### src/rtl/aes_uart_cfg_seq_if.sv
// AXI4-Lite bus bundle between the AES_UART configuration sequencer (master)
// and the AES_UART register block (slave). The data path is always 32 bits wide.
interface aes_uart_cfg_seq_if #(
    parameter int unsigned ADDR_W = 32
);
    logic [ADDR_W-1:0] awaddr;
    logic              awvalid;
    logic              awready;
    logic [31:0]       wdata;
    logic [3:0]        wstrb;
    logic              wvalid;
    logic              wready;
    logic [1:0]        bresp;
    logic              bvalid;
    logic              bready;
    logic [ADDR_W-1:0] araddr;
    logic              arvalid;
    logic              arready;
    logic [31:0]       rdata;
    logic [1:0]        rresp;
    logic              rvalid;
    logic              rready;

    modport master (
        output awaddr, awvalid, wdata, wstrb, wvalid, bready, araddr, arvalid, rready,
        input  awready, wready, bresp, bvalid, arready, rdata, rresp, rvalid
    );

    modport slave (
        input  awaddr, awvalid, wdata, wstrb, wvalid, bready, araddr, arvalid, rready,
        output awready, wready, bresp, bvalid, arready, rdata, rresp, rvalid
    );
endinterface

### src/rtl/aes_uart_cfg_seq.sv
// AXI4-Lite master that writes a 128-bit key and a control word into AES_UART,
// then (with AES_CFG_POLL_EN defined) polls the status register until ready.
module aes_uart_cfg_seq #(
    parameter int unsigned       ADDR_W    = 32,
    parameter logic [ADDR_W-1:0] KEY_BASE  = 'h10,
    parameter logic [ADDR_W-1:0] CTRL_ADDR = 'h00,
    parameter logic [31:0]       CTRL_VAL  = 32'h1,
    parameter logic [ADDR_W-1:0] STAT_ADDR = 'h04,
    parameter int unsigned       POLL_MAX  = 16
) (
    input  logic                      Clk,
    input  logic                      Rst,
    input  logic                      Start,
    input  logic [127:0]              Key,
    output logic                      Done,
    output logic                      Err,
    aes_uart_cfg_seq_if.master        m_axi
);

    localparam logic [2:0] S_IDLE = 3'd0;
    localparam logic [2:0] S_WREQ = 3'd1;
    localparam logic [2:0] S_WRSP = 3'd2;
`ifdef AES_CFG_POLL_EN
    localparam logic [2:0] S_RREQ = 3'd3;
    localparam logic [2:0] S_RRSP = 3'd4;
    localparam int unsigned PCW   = $clog2(POLL_MAX + 1);
`endif
    localparam logic [2:0] IDX_CTRL = 3'd4;

    logic [2:0]   state_q, state_d;
    logic [127:0] key_q, key_d;
    logic [2:0]   idx_q, idx_d;
    logic         aw_done_q, aw_done_d;
    logic         w_done_q, w_done_d;
    logic         done_q, done_d;
    logic         err_q, err_d;
`ifdef AES_CFG_POLL_EN
    logic [PCW-1:0] poll_q, poll_d;
`endif

    logic [31:0]       key_word [4];
    logic [ADDR_W-1:0] wr_addr;
    logic [31:0]       wr_data;

    for (genvar gi = 0; gi < 4; gi++) begin : g_key_word
        assign key_word[gi] = key_q[32*gi +: 32];
    end

    assign wr_addr = (idx_q == IDX_CTRL) ? CTRL_ADDR
                                         : KEY_BASE + ADDR_W'({idx_q[1:0], 2'b00});
    assign wr_data = (idx_q == IDX_CTRL) ? CTRL_VAL : key_word[idx_q[1:0]];

    always_comb begin
        state_d   = state_q;
        key_d     = key_q;
        idx_d     = idx_q;
        aw_done_d = aw_done_q;
        w_done_d  = w_done_q;
        done_d    = 1'b0;
        err_d     = err_q;
`ifdef AES_CFG_POLL_EN
        poll_d    = poll_q;
`endif
        case (state_q)
            S_IDLE: begin
                // A Start coinciding with the Done pulse is deliberately dropped.
                if (Start && !done_q) begin
                    key_d     = Key;
                    err_d     = 1'b0;
                    idx_d     = 3'd0;
                    aw_done_d = 1'b0;
                    w_done_d  = 1'b0;
`ifdef AES_CFG_POLL_EN
                    poll_d    = '0;
`endif
                    state_d   = S_WREQ;
                end
            end
            S_WREQ: begin
                if (m_axi.awready) aw_done_d = 1'b1;
                if (m_axi.wready)  w_done_d  = 1'b1;
                if (aw_done_d && w_done_d) begin
                    aw_done_d = 1'b0;
                    w_done_d  = 1'b0;
                    state_d   = S_WRSP;
                end
            end
            S_WRSP: begin
                if (m_axi.bvalid) begin
                    if (m_axi.bresp != 2'b00) begin
                        err_d   = 1'b1;
                        state_d = S_IDLE;
                    end else if (idx_q < IDX_CTRL) begin
                        idx_d   = idx_q + 3'd1;
                        state_d = S_WREQ;
                    end else begin
`ifdef AES_CFG_POLL_EN
                        state_d = S_RREQ;
`else
                        done_d  = 1'b1;
                        state_d = S_IDLE;
`endif
                    end
                end
            end
`ifdef AES_CFG_POLL_EN
            S_RREQ: begin
                if (m_axi.arready) state_d = S_RRSP;
            end
            S_RRSP: begin
                if (m_axi.rvalid) begin
                    if (m_axi.rresp != 2'b00) begin
                        err_d   = 1'b1;
                        state_d = S_IDLE;
                    end else if (m_axi.rdata[0]) begin
                        done_d  = 1'b1;
                        state_d = S_IDLE;
                    end else begin
                        poll_d = poll_q + PCW'(1);
                        if (poll_d == PCW'(POLL_MAX)) begin
                            err_d   = 1'b1;
                            state_d = S_IDLE;
                        end else begin
                            state_d = S_RREQ;
                        end
                    end
                end
            end
`endif
            default: state_d = S_IDLE;
        endcase
    end

    always_ff @(posedge Clk or posedge Rst) begin
        if (Rst) begin
            state_q   <= S_IDLE;
            key_q     <= '0;
            idx_q     <= '0;
            aw_done_q <= 1'b0;
            w_done_q  <= 1'b0;
            done_q    <= 1'b0;
            err_q     <= 1'b0;
`ifdef AES_CFG_POLL_EN
            poll_q    <= '0;
`endif
        end else begin
            state_q   <= state_d;
            key_q     <= key_d;
            idx_q     <= idx_d;
            aw_done_q <= aw_done_d;
            w_done_q  <= w_done_d;
            done_q    <= done_d;
            err_q     <= err_d;
`ifdef AES_CFG_POLL_EN
            poll_q    <= poll_d;
`endif
        end
    end

    // Bus outputs decode registered state only, so they are stable while valid.
    assign m_axi.awvalid = (state_q == S_WREQ) && !aw_done_q;
    assign m_axi.wvalid  = (state_q == S_WREQ) && !w_done_q;
    assign m_axi.awaddr  = (state_q == S_WREQ) ? wr_addr : '0;
    assign m_axi.wdata   = (state_q == S_WREQ) ? wr_data : '0;
    assign m_axi.wstrb   = 4'hF;
    assign m_axi.bready  = (state_q == S_WRSP);

`ifdef AES_CFG_POLL_EN
    assign m_axi.arvalid = (state_q == S_RREQ);
    assign m_axi.araddr  = (state_q == S_RREQ) ? STAT_ADDR : '0;
    assign m_axi.rready  = (state_q == S_RRSP);

    logic unused_cfg;
    assign unused_cfg = ^m_axi.rdata[31:1];
`else
    assign m_axi.arvalid = 1'b0;
    assign m_axi.araddr  = '0;
    assign m_axi.rready  = 1'b0;

    logic unused_cfg;
    assign unused_cfg = ^{m_axi.arready, m_axi.rdata, m_axi.rresp, m_axi.rvalid,
                          STAT_ADDR, POLL_MAX};
`endif

    assign Done = done_q;
    assign Err  = err_q;

endmodule

### src/flat_wrapper.sv
// flat-port wrapper written by rule: the top's interface ports become plain ports
module aes_uart_cfg_seq_flat 
#(
    parameter int unsigned       ADDR_W    = 32,
    parameter logic [ADDR_W-1:0] KEY_BASE  = 'h10,
    parameter logic [ADDR_W-1:0] CTRL_ADDR = 'h00,
    parameter logic [31:0]       CTRL_VAL  = 32'h1,
    parameter logic [ADDR_W-1:0] STAT_ADDR = 'h04,
    parameter int unsigned       POLL_MAX  = 16
)
  (Clk, Rst, Start, Key, Done, Err, m_axi_awaddr, m_axi_awvalid, m_axi_wdata, m_axi_wstrb, m_axi_wvalid, m_axi_bready, m_axi_araddr, m_axi_arvalid, m_axi_rready, m_axi_awready, m_axi_wready, m_axi_bresp, m_axi_bvalid, m_axi_arready, m_axi_rdata, m_axi_rresp, m_axi_rvalid);
  aes_uart_cfg_seq_if #(.ADDR_W(ADDR_W)) m_axi_i ();
  input  logic Clk;
  input  logic Rst;
  input  logic Start;
  input  logic [127:0] Key;
  output logic Done;
  output logic Err;
  output wire logic [$bits(m_axi_i.awaddr)-1:0] m_axi_awaddr;
  output wire logic [$bits(m_axi_i.awvalid)-1:0] m_axi_awvalid;
  output wire logic [$bits(m_axi_i.wdata)-1:0] m_axi_wdata;
  output wire logic [$bits(m_axi_i.wstrb)-1:0] m_axi_wstrb;
  output wire logic [$bits(m_axi_i.wvalid)-1:0] m_axi_wvalid;
  output wire logic [$bits(m_axi_i.bready)-1:0] m_axi_bready;
  output wire logic [$bits(m_axi_i.araddr)-1:0] m_axi_araddr;
  output wire logic [$bits(m_axi_i.arvalid)-1:0] m_axi_arvalid;
  output wire logic [$bits(m_axi_i.rready)-1:0] m_axi_rready;
  input wire logic [$bits(m_axi_i.awready)-1:0] m_axi_awready;
  input wire logic [$bits(m_axi_i.wready)-1:0] m_axi_wready;
  input wire logic [$bits(m_axi_i.bresp)-1:0] m_axi_bresp;
  input wire logic [$bits(m_axi_i.bvalid)-1:0] m_axi_bvalid;
  input wire logic [$bits(m_axi_i.arready)-1:0] m_axi_arready;
  input wire logic [$bits(m_axi_i.rdata)-1:0] m_axi_rdata;
  input wire logic [$bits(m_axi_i.rresp)-1:0] m_axi_rresp;
  input wire logic [$bits(m_axi_i.rvalid)-1:0] m_axi_rvalid;
  assign m_axi_awaddr = m_axi_i.awaddr;
  assign m_axi_awvalid = m_axi_i.awvalid;
  assign m_axi_wdata = m_axi_i.wdata;
  assign m_axi_wstrb = m_axi_i.wstrb;
  assign m_axi_wvalid = m_axi_i.wvalid;
  assign m_axi_bready = m_axi_i.bready;
  assign m_axi_araddr = m_axi_i.araddr;
  assign m_axi_arvalid = m_axi_i.arvalid;
  assign m_axi_rready = m_axi_i.rready;
  assign m_axi_i.awready = m_axi_awready;
  assign m_axi_i.wready = m_axi_wready;
  assign m_axi_i.bresp = m_axi_bresp;
  assign m_axi_i.bvalid = m_axi_bvalid;
  assign m_axi_i.arready = m_axi_arready;
  assign m_axi_i.rdata = m_axi_rdata;
  assign m_axi_i.rresp = m_axi_rresp;
  assign m_axi_i.rvalid = m_axi_rvalid;
  aes_uart_cfg_seq #(.ADDR_W(ADDR_W), .KEY_BASE(KEY_BASE), .CTRL_ADDR(CTRL_ADDR), .CTRL_VAL(CTRL_VAL), .STAT_ADDR(STAT_ADDR), .POLL_MAX(POLL_MAX)) u_core (.Clk(Clk), .Rst(Rst), .Start(Start), .Key(Key), .Done(Done), .Err(Err), .m_axi(m_axi_i));
endmodule
### config.mk
export PLATFORM = sky130hd
export DESIGN_NAME = aes_uart_cfg_seq_flat
export DESIGN_NICKNAME = d
export VERILOG_FILES = /design/src/rtl/aes_uart_cfg_seq_if.sv /design/src/rtl/aes_uart_cfg_seq.sv /design/src/flat_wrapper.sv
export SDC_FILE = /design/constraint.sdc
export NUM_CORES = 1
export LEC_CHECK = 0
export BUFFER_PORTS_ARGS = -buffer_cell sky130_fd_sc_hd__buf_2
export CORE_AREA = 2 2 171 173
export DETAILED_ROUTE_END_ITERATION = 6
export DIE_AREA = 0 0 173 175
export SLEW_MARGIN = 20
export SYNTH_ARGS = -nofsm -noshare
export SYNTH_HDL_FRONTEND = slang
export SYNTH_SLANG_ARGS = --single-unit
### constraint.sdc
create_clock -name Clk -period 8.8 [get_ports Clk]
set_input_delay 0.44 -clock Clk [delete_from_list [all_inputs] [get_ports Clk]]
set_output_delay 0.44 -clock Clk [all_outputs]
set_load 0.03 [all_outputs]
==> results of run 1 <==
## layer usage
metal | vias to the layer above | routed length [microns]
met1 | 2147 | 7384
met2 | 165 | 7869
met3 | 17 | 1065
li1 | 1927 | -
met5 | - | 36
met4 | 6 | 206
## cells by family after synthesis
family                     synth area share
and+or+nand+nor                     0.04859
AOI/OAI and AO/OA                   0.01282
adders and majority gates          0.003559
buffers and inverters                0.1018
muxes                                0.3444
DFF                                  0.4877
other                              0.001068
## cell usage in the layout, fill, tap and decap left out, drive strengths merged
cell type | netlist | layout
buf | 87 | 181
and3 | 32 | 32
or4b | 2 | 2
nand3 | 4 | 4
nor3b | 1 | 1
ha | 2 | 2
conb | 2 | 67
nor4b | 1 | 1
a21oi | 3 | 3
clkbuf | 11 | 21
bufinv | 0 | 3
nor2 | 9 | 9
nor2b | 2 | 2
o21bai | 1 | 1
nand2b | 1 | 1
clkinv | 0 | 7
or3b | 1 | 1
clkinvlp | 0 | 1
inv | 6 | 6
diode | 0 | 2
mux4 | 32 | 32
mux2 | 129 | 129
o22ai | 1 | 1
nand4b | 1 | 1
nand2 | 4 | 4
o41ai | 1 | 1
dfrtp | 137 | 137
o211ai | 3 | 3
a32o | 2 | 2
a221o | 1 | 1
## power by group
part / total (mW) / switching, mW / internal (mW)
clock network: 0.741 / 0.287 / 0.454
logic: 1.32 / 0.607 / 0.714
registers: 1.11 / 0.168 / 0.946
total: 3.18 / 1.06 / 2.11
## critical path: stages (launching register included)
cell     delay (ns)
dfrtp_2        0.34
buf_4          0.64
inv_1          0.16
ha_1           0.26
nand2_1        0.07
buf_4          0.39
nand2_1        0.16
nor2_1         0.16
buf_2          0.21
## state kept, by name, summed over array words and instances (netlist names)
signal,count
u_core.key_q,128
u_core.Done,1
u_core.state_q,2
u_core.Err,1
u_core.aw_done_q,1
u_core.w_done_q,1
u_core.idx_q,3
## final cells by class
type                    count  area, sq um
multi-input cells         300         3141
repair buffers            181        920.9
inverters                   6        27.53
clock buffers              21        450.4
flip-flops and latches    137         3431
fillers                  2925        19790
clock inverters            11        147.6
diodes                      2        5.005
well taps                 384        480.5
## final timing paths
path	startpoint	slack (ns)	end
worst max-delay path	u_core.idx_q[0]	5.56	m_axi_awaddr[2]
worst min-delay path	Rst	0.13	u_core.key_q[79]
worst min register to register	u_core.key_q[79]	0.50	u_core.key_q[79]
max in group asynchronous	Rst	7.33	u_core.key_q[57]
min in group Clk	Key[92]	0.25	u_core.key_q[92]
worst max register to register	u_core.state_q[1]	6.35	u_core.key_q[82]
## per-stage QoR
step           power (mW)  cells  utilization
3_5_place_dp        2.458   1008       0.2818
2_1_floorplan       2.200    541            -
6_report            3.176   1042       0.3030
5_1_grt             3.369   1041       0.3029
3_3_place_gp        2.433   1008       0.2818
4_1_cts             3.222   1040       0.3028
==> key figures, run 1 <==
Global routing
  – Grt met1 use: 0.1426
  – Initial antenna violation count: 5
  – First-pass GRT wire length: 25200 microns
  – Met3 usage: 0.03568
  – GR Overflow Total: 0
  – Met2 Usage GRT: 0.1717
  – Vias in the first global route: 4418
  – Overall Global Routing Usage: 0.1091
  – GRT Max-Usage Layer: met2
  – Largest net degree at the start of global routing: 75

STA
  – Peak Freq: 308.8 MHz
  – Max-slew violation count: 0
  – RSZ-0062 raised after global routing: no
  – Slew @ Worst Pin: 0.9632 ns
  – Fin Hold WS: 0.1317 ns
  – PnR worst setup slack: 5.561 ns
  – Slew headroom: 0.3565
  – Min cycle time layout: 3.239 ns
  – Clk_skew: 0.006009 ns
  – Tcrit/Tclk final: 0.3680
  – Setup TNS: 0 ns
  – Setup violations, final: 0
  – Final hold vios: 0

Floorplan
  – Die area: 0.03028 sq mm
  – Initial Util: 0.2476
  – Die Ht: 175 microns
  – Die W: 173 microns
  – Site Rows: 62
  – Core region area: 0.02839 sq mm
  – I/O pin count: 279

Logic synthesis
  – Yosys top cell by area: dfrtp_1
  – Synthesized area: 0.007029 sq mm
  – Post-synth EDFFs: 0
  – Most frequent cells after synthesis: dfrtp_1, buf_4, mux2_4, mux2_2
  – Main flop type after synthesis: dfrtp_1
  – Avg Cell Area, Syn: 14.77 sq um
  – Seq/Total Area, Yosys: 0.4877
  – Synth top area cells: dfrtp_1, mux2_4, mux4_2
  – Top cell type's share of synthesized area: 0.4877
  – Seq cells post-synth: 137
  – Count leader, synth: dfrtp_1
  – Synth Instances: 476
  – Async SR Flop Fraction: 1.000
  – Synth unique cells: 31
  – Ys Warns: 0

Drt
  – Drc violations: 0
  – Drt first pass iters: 4
  – Vias per cell: 4.090
  – Routed vias: 4262
  – WL per Instance: 15.90 microns
  – Initial drt markers: 196
  – Routed Antenna Nets: 0
  – WL final: 16560 microns

Critical path
  – Critical path launch point type: register
  – FF-to-FF path depth: 3
  – Critical path peak fanout: 37
  – Setup CP Type: register to output pin
  – Worst EP arrival: 2.80 ns
  – Crit path capture type: output pin
  – CP required: 8.36 ns

Place
  – Worst slack at placement: 5.926 ns
  – Placer Congestion: 0.7335
  – Detailed placement HPWL: 10650 microns
  – Placed cell area: 0.008000 sq mm
  – IO buf count: 175

Run status
  – Status: finished, final reports clean

Pwr
  – Peak VDD IR: 0.1473 mV
  – P per Cell Area: 369.2 mW/mm^2
  – Leak: 4.197 nW

Layout
  – Nets: 817
  – Final instance area: 0.008603 sq mm
  – Area growth syn-to-layout: 22.39%
  – Fraction of layout cells with a size suffix above 1: 0.5762

Clock tree
  – Max Root-Sink Buffers: 2
  – Total CTS buffers: 17
  – Clock slew at reported path FFs: 0.06 ns
  – Root Driver: clkbuf_16
  – CTS tree: done
  – Clock Latency Late Sink: 0.41 ns
  – H-tree depth: 4
  – Clock Sinks: 137
  – Setup bufs post-CTS: 0
  – CTS Hold Bufs: 0
  – Post-CTS Resized: 0

Min path
  – Type of the worst min-delay path: primary input to asynchronous set/reset pin

Run
  – MaxCap Viol Count: 0
Power figures use the tool's default switching activity.
==> run 2: changes to the inputs <==
Clock period 8.8 ns to 2.89 ns, I/O delays scaled along.
==> key figures, run 2 (synthesis results as in run 1) <==
Global routing
  – GR Overflow Total: 0
  – Vias in the first global route: 5164
  – First-pass GRT wire length: 28200 microns
  – Largest net degree at the start of global routing: 134
  – Overall Global Routing Usage: 0.1198
  – Initial antenna violation count: 2

Place
  – Detailed placement HPWL: 10680 microns
  – Worst slack at placement: 0.8005 ns
  – Placer Congestion: 0.7345
  – IO buf count: 175
  – DP Cell Count: 1011

Clock tree
  – Clock slew at reported path FFs: 0.06 ns
  – Total CTS buffers: 17
  – Root Driver: clkbuf_16
  – Max Root-Sink Buffers: 2
  – Clock Latency Late Sink: 0.42 ns
  – CTS tree: done
  – H-tree depth: 4
  – Setup bufs post-CTS: 0
  – Clock Sinks: 137

Critical path
  – Worst EP arrival: 2.29 ns
  – Family with the most delay on the worst path: flip-flops
  – Critical path launch point type: register
  – Setup CP Type: register to output pin
  – Crit path buffers/inverters: 3
  – Crit-path max cell delay: 0.70 ns
  – CP required: 2.75 ns
  – Worst-path cell chain: inv_1 -> ha_1 -> nand2_1 -> buf_4 -> and3_1 -> buf_2
  – Crit path capture type: output pin
  – CP max-delay cell: dfrtp_2
  – Critical path peak fanout: 19

Min path
  – Type of the worst min-delay path: primary input to register

STA
  – Peak Freq: 411.2 MHz
  – Final hold vios: 0
  – Slew headroom: 0.3199
  – Tcrit/Tclk final: 0.8416
  – PnR worst setup slack: 0.4579 ns
  – Slew @ Worst Pin: 1.020 ns
  – Setup TNS: 0 ns
  – Clk_skew: 0.009904 ns
  – Max-slew violation count: 0
  – RSZ-0062 raised after global routing: no
  – Setup violations, final: 0
  – Min cycle time layout: 2.432 ns

Drt
  – WL per Instance: 15.13 microns
  – Drc violations: 0
  – Routed Antenna Nets: 0
  – Routed vias: 4711
  – WL final: 17750 microns
  – Vias per cell: 4.016
  – Initial drt markers: 170
  – Drt first pass iters: 4

Layout
  – Area growth syn-to-layout: 41.19%
  – Layout fillers: 2779
  – Biggest regs: u_core.key_q (128), u_core.idx_q (3), u_core.state_q (2)
  – Nets: 950
  – Final cell count without fillers: 1173
  – Most flop-heavy register: u_core.key_q
  – Max reg flops: 128
  – Area of the multi-input gates: 0.003141 sq mm
  – Commonest non-fill, non-tap cell in the layout: buf_2
  – Register area: 0.003431 sq mm
  – Fraction of layout cells with a size suffix above 1: 0.4854
  – Commonest cells after routing, fill and taps aside: buf_2, dfrtp_1, dlygate4sd3_1, conb_1, mux2_4

Pwr
  – Leak: 4.741 nW
  – Reg power frac: 0.350
  – Combinational Power Share: 0.435
  – P_int: 6.412 mW
  – Peak VDD IR: 0.5317 mV
  – P per Cell Area: 980.0 mW/mm^2
  – Clock Power Share: 0.215
  – Sw frac: 0.3407
  – Switching component of the power: 3.314 mW

Run
  – MaxCap Viol Count: 0

Floorplan
  – Site Rows: 62
  – I/O pin count: 279
  – Die W: 173 microns
  – Core region area: 0.02839 sq mm
  – Die Ht: 175 microns
  – Initial Util: 0.2476
  – Die area: 0.03028 sq mm

Run status
  – Status: finished, final reports clean
run 2: cell types whose count changed in the layout (fill, tap and decap cells not counted), sizes merged, moves of 2 or more:
cell,before,now
clkbuf,21,17
buf,181,184
dlygate4sd3,0,130
clkinvlp,1,3
bufinv,3,1
inv,6,9
run 2: cell type report:
class	instances	area share
Antenna cell	2	0.0005043
Multi-Input combinational cell	300	0.3164
Timing Repair Buffer	314	0.2312
Inverter	6	0.002648
Tap cell	384	0.04841
Clock buffer	17	0.04286
Sequential cell	137	0.3457
Clock inverter	13	0.01223
run 2: power by group through the flow:
stage / logic [mW] / clock network, mW / registers (mW)
global route: 4.53 / 2.26 / 3.53
floorplan: 3.47 / 0 / 3.23
detailed placement: 4.13 / 0 / 3.41
finish: 4.23 / 2.09 / 3.41
CTS: 4.28 / 2.18 / 3.40
global placement: 4.07 / 0 / 3.39
run 2: repair_timing:
item	in CTS	in global routing
hold buffers	130	0
endpoints found under the hold margin	215	0
gates resized for setup	0	0
endpoints found under the setup margin	0	0
run 2: per-stage QoR:
| stage | power [mW] | area [sq um] | hold WS (ns) | utilization |
|---|---|---|---|---|
| 2_1_floorplan | 6.700 | 7277 | 0.2451 | - |
| 3_3_place_gp | 7.461 | 8071 | 0.3284 | 0.2843 |
| 3_5_place_dp | 7.544 | 8071 | 0.3279 | 0.2843 |
| 4_1_cts | 9.852 | 9920 | 0.05168 | 0.3494 |
| 5_1_grt | 10.31 | 9922 | 0.07657 | 0.3495 |
| 6_report | 9.726 | 9925 | 0.08487 | 0.3496 |
run 2: routing by layer:
| metal | routed length [microns] | up-vias | global-route usage |
|---|---|---|---|
| met3 | 978 | 13 | 0.03742 |
| met4 | 179 | 0 | 0.03355 |
| met5 | 0 | - | 0 |
| li1 | - | 2182 | - |
| met1 | 7621 | 2349 | 0.1422 |
| met2 | 8971 | 167 | 0.2087 |
run 2: worst paths after layout:
path,startpoint,end,slack (ns),depth (start not counted)
worst max-delay path,u_core.idx_q[1],m_axi_wdata[17],0.46,6
worst min-delay path,m_axi_bvalid,u_core.idx_q[0],0.08,3
worst max register to register,u_core.state_q[0],u_core.key_q[108],0.73,3
worst min register to register,u_core.key_q[64],u_core.key_q[64],0.50,1
max in group asynchronous,Rst,u_core.key_q[127],1.86,4
min in group asynchronous,Rst,u_core.key_q[60],0.43,4
run 2: worst reg2reg max path: stages, from the launching register on:
cell and delay, ns:
dfrtp_1 0.46, or4b_4 0.58, buf_12 0.26, mux2_2 0.76
==> run 3: changes to the inputs <==
Clock period 2.89 ns to 2.36 ns, I/O delays scaled along.
==> key figures, run 3 (synthesis results as in run 1) <==
STA
  – Fin Hold WS: 0.04114 ns
  – Final hold vios: 0
  – Slew headroom: 0.5028
  – Setup violations, final: 0
  – Tcrit/Tclk final: 0.9305
  – Setup TNS: 0 ns
  – Slew @ Worst Pin: 0.7458 ns
  – Clk_skew: 0.01345 ns
  – Peak Freq: 455.4 MHz
  – PnR worst setup slack: 0.1641 ns
  – RSZ-0062 raised after global routing: no
  – Max-slew violation count: 0
  – Min cycle time layout: 2.196 ns

Global routing
  – Largest net degree at the start of global routing: 85
  – First-pass GRT wire length: 27750 microns
  – Vias in the first global route: 5080
  – Initial antenna violation count: 3
  – Overall Global Routing Usage: 0.1195
  – GR Overflow Total: 0

Layout
  – Commonest non-fill, non-tap cell in the layout: buf_2
  – Commonest cells after routing, fill and taps aside: buf_2, dfrtp_1, dlygate4sd3_1, conb_1, mux2_4
  – Max reg flops: 128
  – Biggest regs: u_core.key_q (128), u_core.idx_q (3), u_core.state_q (2)
  – Area growth syn-to-layout: 42.47%
  – Final core utilization: 0.3527
  – Nets: 953
  – Final cell count without fillers: 1178
  – Most flop-heavy register: u_core.key_q
  – Fraction of layout cells with a size suffix above 1: 0.4880
  – Final instance area: 0.01001 sq mm
  – Layout fillers: 2743

Critical path
  – Crit path buffers/inverters: 2
  – R2R Path End: u_core.aw_done_q
  – Crit-path max cell delay: 0.56 ns
  – Worst EP arrival: 2.08 ns
  – CP max-delay cell: mux4_2
  – RR Startpoint: u_core.state_q[0]
  – Worst-path cell chain: buf_12 -> mux4_2 -> and3_1 -> buf_2
  – Family with the most delay on the worst path: multiplexers
  – Crit path capture type: output pin
  – R2R Setup Slk: 0.42 ns
  – FF-to-FF path depth: 4
  – Critical path peak fanout: 36
  – CP required: 2.24 ns
  – Setup CP Type: register to output pin
  – Critical path launch point type: register

Clock tree
  – Max Root-Sink Buffers: 2
  – Setup bufs post-CTS: 0
  – Total CTS buffers: 17
  – Root Driver: clkbuf_16
  – CTS tree: done
  – Clock Latency Late Sink: 0.43 ns
  – CTS Hold Bufs: 130
  – Clock Sinks: 137
  – Clock slew at reported path FFs: 0.06 ns
  – Post-CTS Resized: 0
  – H-tree depth: 4

Place
  – Placed cell area: 0.008094 sq mm
  – Detailed placement HPWL: 10910 microns
  – DP Cell Count: 1014
  – Placer Congestion: 0.7144
  – IO buf count: 175
  – Worst slack at placement: 0.3889 ns

Floorplan
  – Site Rows: 62
  – Die area: 0.03028 sq mm
  – Die Ht: 175 microns
  – I/O pin count: 279
  – Core region area: 0.02839 sq mm
  – Die W: 173 microns
  – Initial Util: 0.2476

Pwr
  – Combinational Power Share: 0.427
  – Clock Power Share: 0.234
  – Leak: 4.780 nW
  – P_int: 8.094 mW
  – Switching component of the power: 4.141 mW
  – Peak VDD IR: 0.7213 mV
  – Total power: 12.23 mW
  – Sw frac: 0.3385
  – Reg power frac: 0.339
  – P per Cell Area: 1222 mW/mm^2

Drt
  – WL per Instance: 15.00 microns
  – Routed Antenna Nets: 0
  – Drt first pass iters: 4
  – Drc violations: 0
  – Initial drt markers: 184
  – Routed vias: 4736
  – WL final: 17680 microns
  – Vias per cell: 4.020

Min path
  – Worst hold endpoint: u_core.idx_q[0]
  – Type of the worst min-delay path: primary input to register
  – Hold Path Depth: 3
  – Worst hold start: m_axi_bvalid

Run status
  – Status: finished, final reports clean

Run
  – MaxCap Viol Count: 0
==> run 3: worst max path at each step <==
stage,start,to,slack [ns],cells after the start
6_report,u_core.idx_q[0],m_axi_wdata[9],0.16,4
3_5_place_dp,u_core.state_q[0],u_core.aw_done_q,0.39,4
4_1_cts,u_core.idx_q[0],m_axi_wdata[9],0.10,4
2_1_floorplan,u_core.idx_q[1],m_axi_awaddr[2],0.20,8
3_3_place_gp,u_core.state_q[0],u_core.aw_done_q,0.41,4
5_1_grt,u_core.idx_q[0],m_axi_wdata[0],0.03,5
==> run 3: worst register-to-register path, cell delays in order (launching register included) <==
cell and delay [ns]:
dfrtp_1 0.46, or4b_4 0.61, buf_12 0.23, mux2_2 0.32
a32o_1 0.20
==> run 3: area by class of cell <==
type,instances,area [sq um],share of cell area
inverters,6,26.28,0.002624
clock buffers,17,425.4,0.04248
flip-flops and latches,137,3431,0.3426
multi-input cells,300,3141,0.3136
diodes,3,7.507,0.0007496
repair buffers,317,2317,0.2314
well taps,384,480.5,0.04798
clock inverters,14,186.4,0.01862
==> run 3: per-layer routing <==
metal,wire [microns],part of all wire,vias up,GRT usage
met5,0,0,-,0
met4,195,0.011,0,0.04096
met3,1000,0.057,11,0.03786
met2,8855,0.50,169,0.2025
met1,7624,0.43,2359,0.1433
li1,-,-,2197,-
==> run 3: power by group through the flow <==
stage,Combinational (mW),Sequential [mW],Clock [mW]
final,5.22,4.15,2.87
after CTS,5.27,4.13,2.97
after global routing,5.60,4.29,3.07
after floorplan,4.24,3.96,0
after detailed placement,5.10,4.16,0
after global placement,5.03,4.14,0
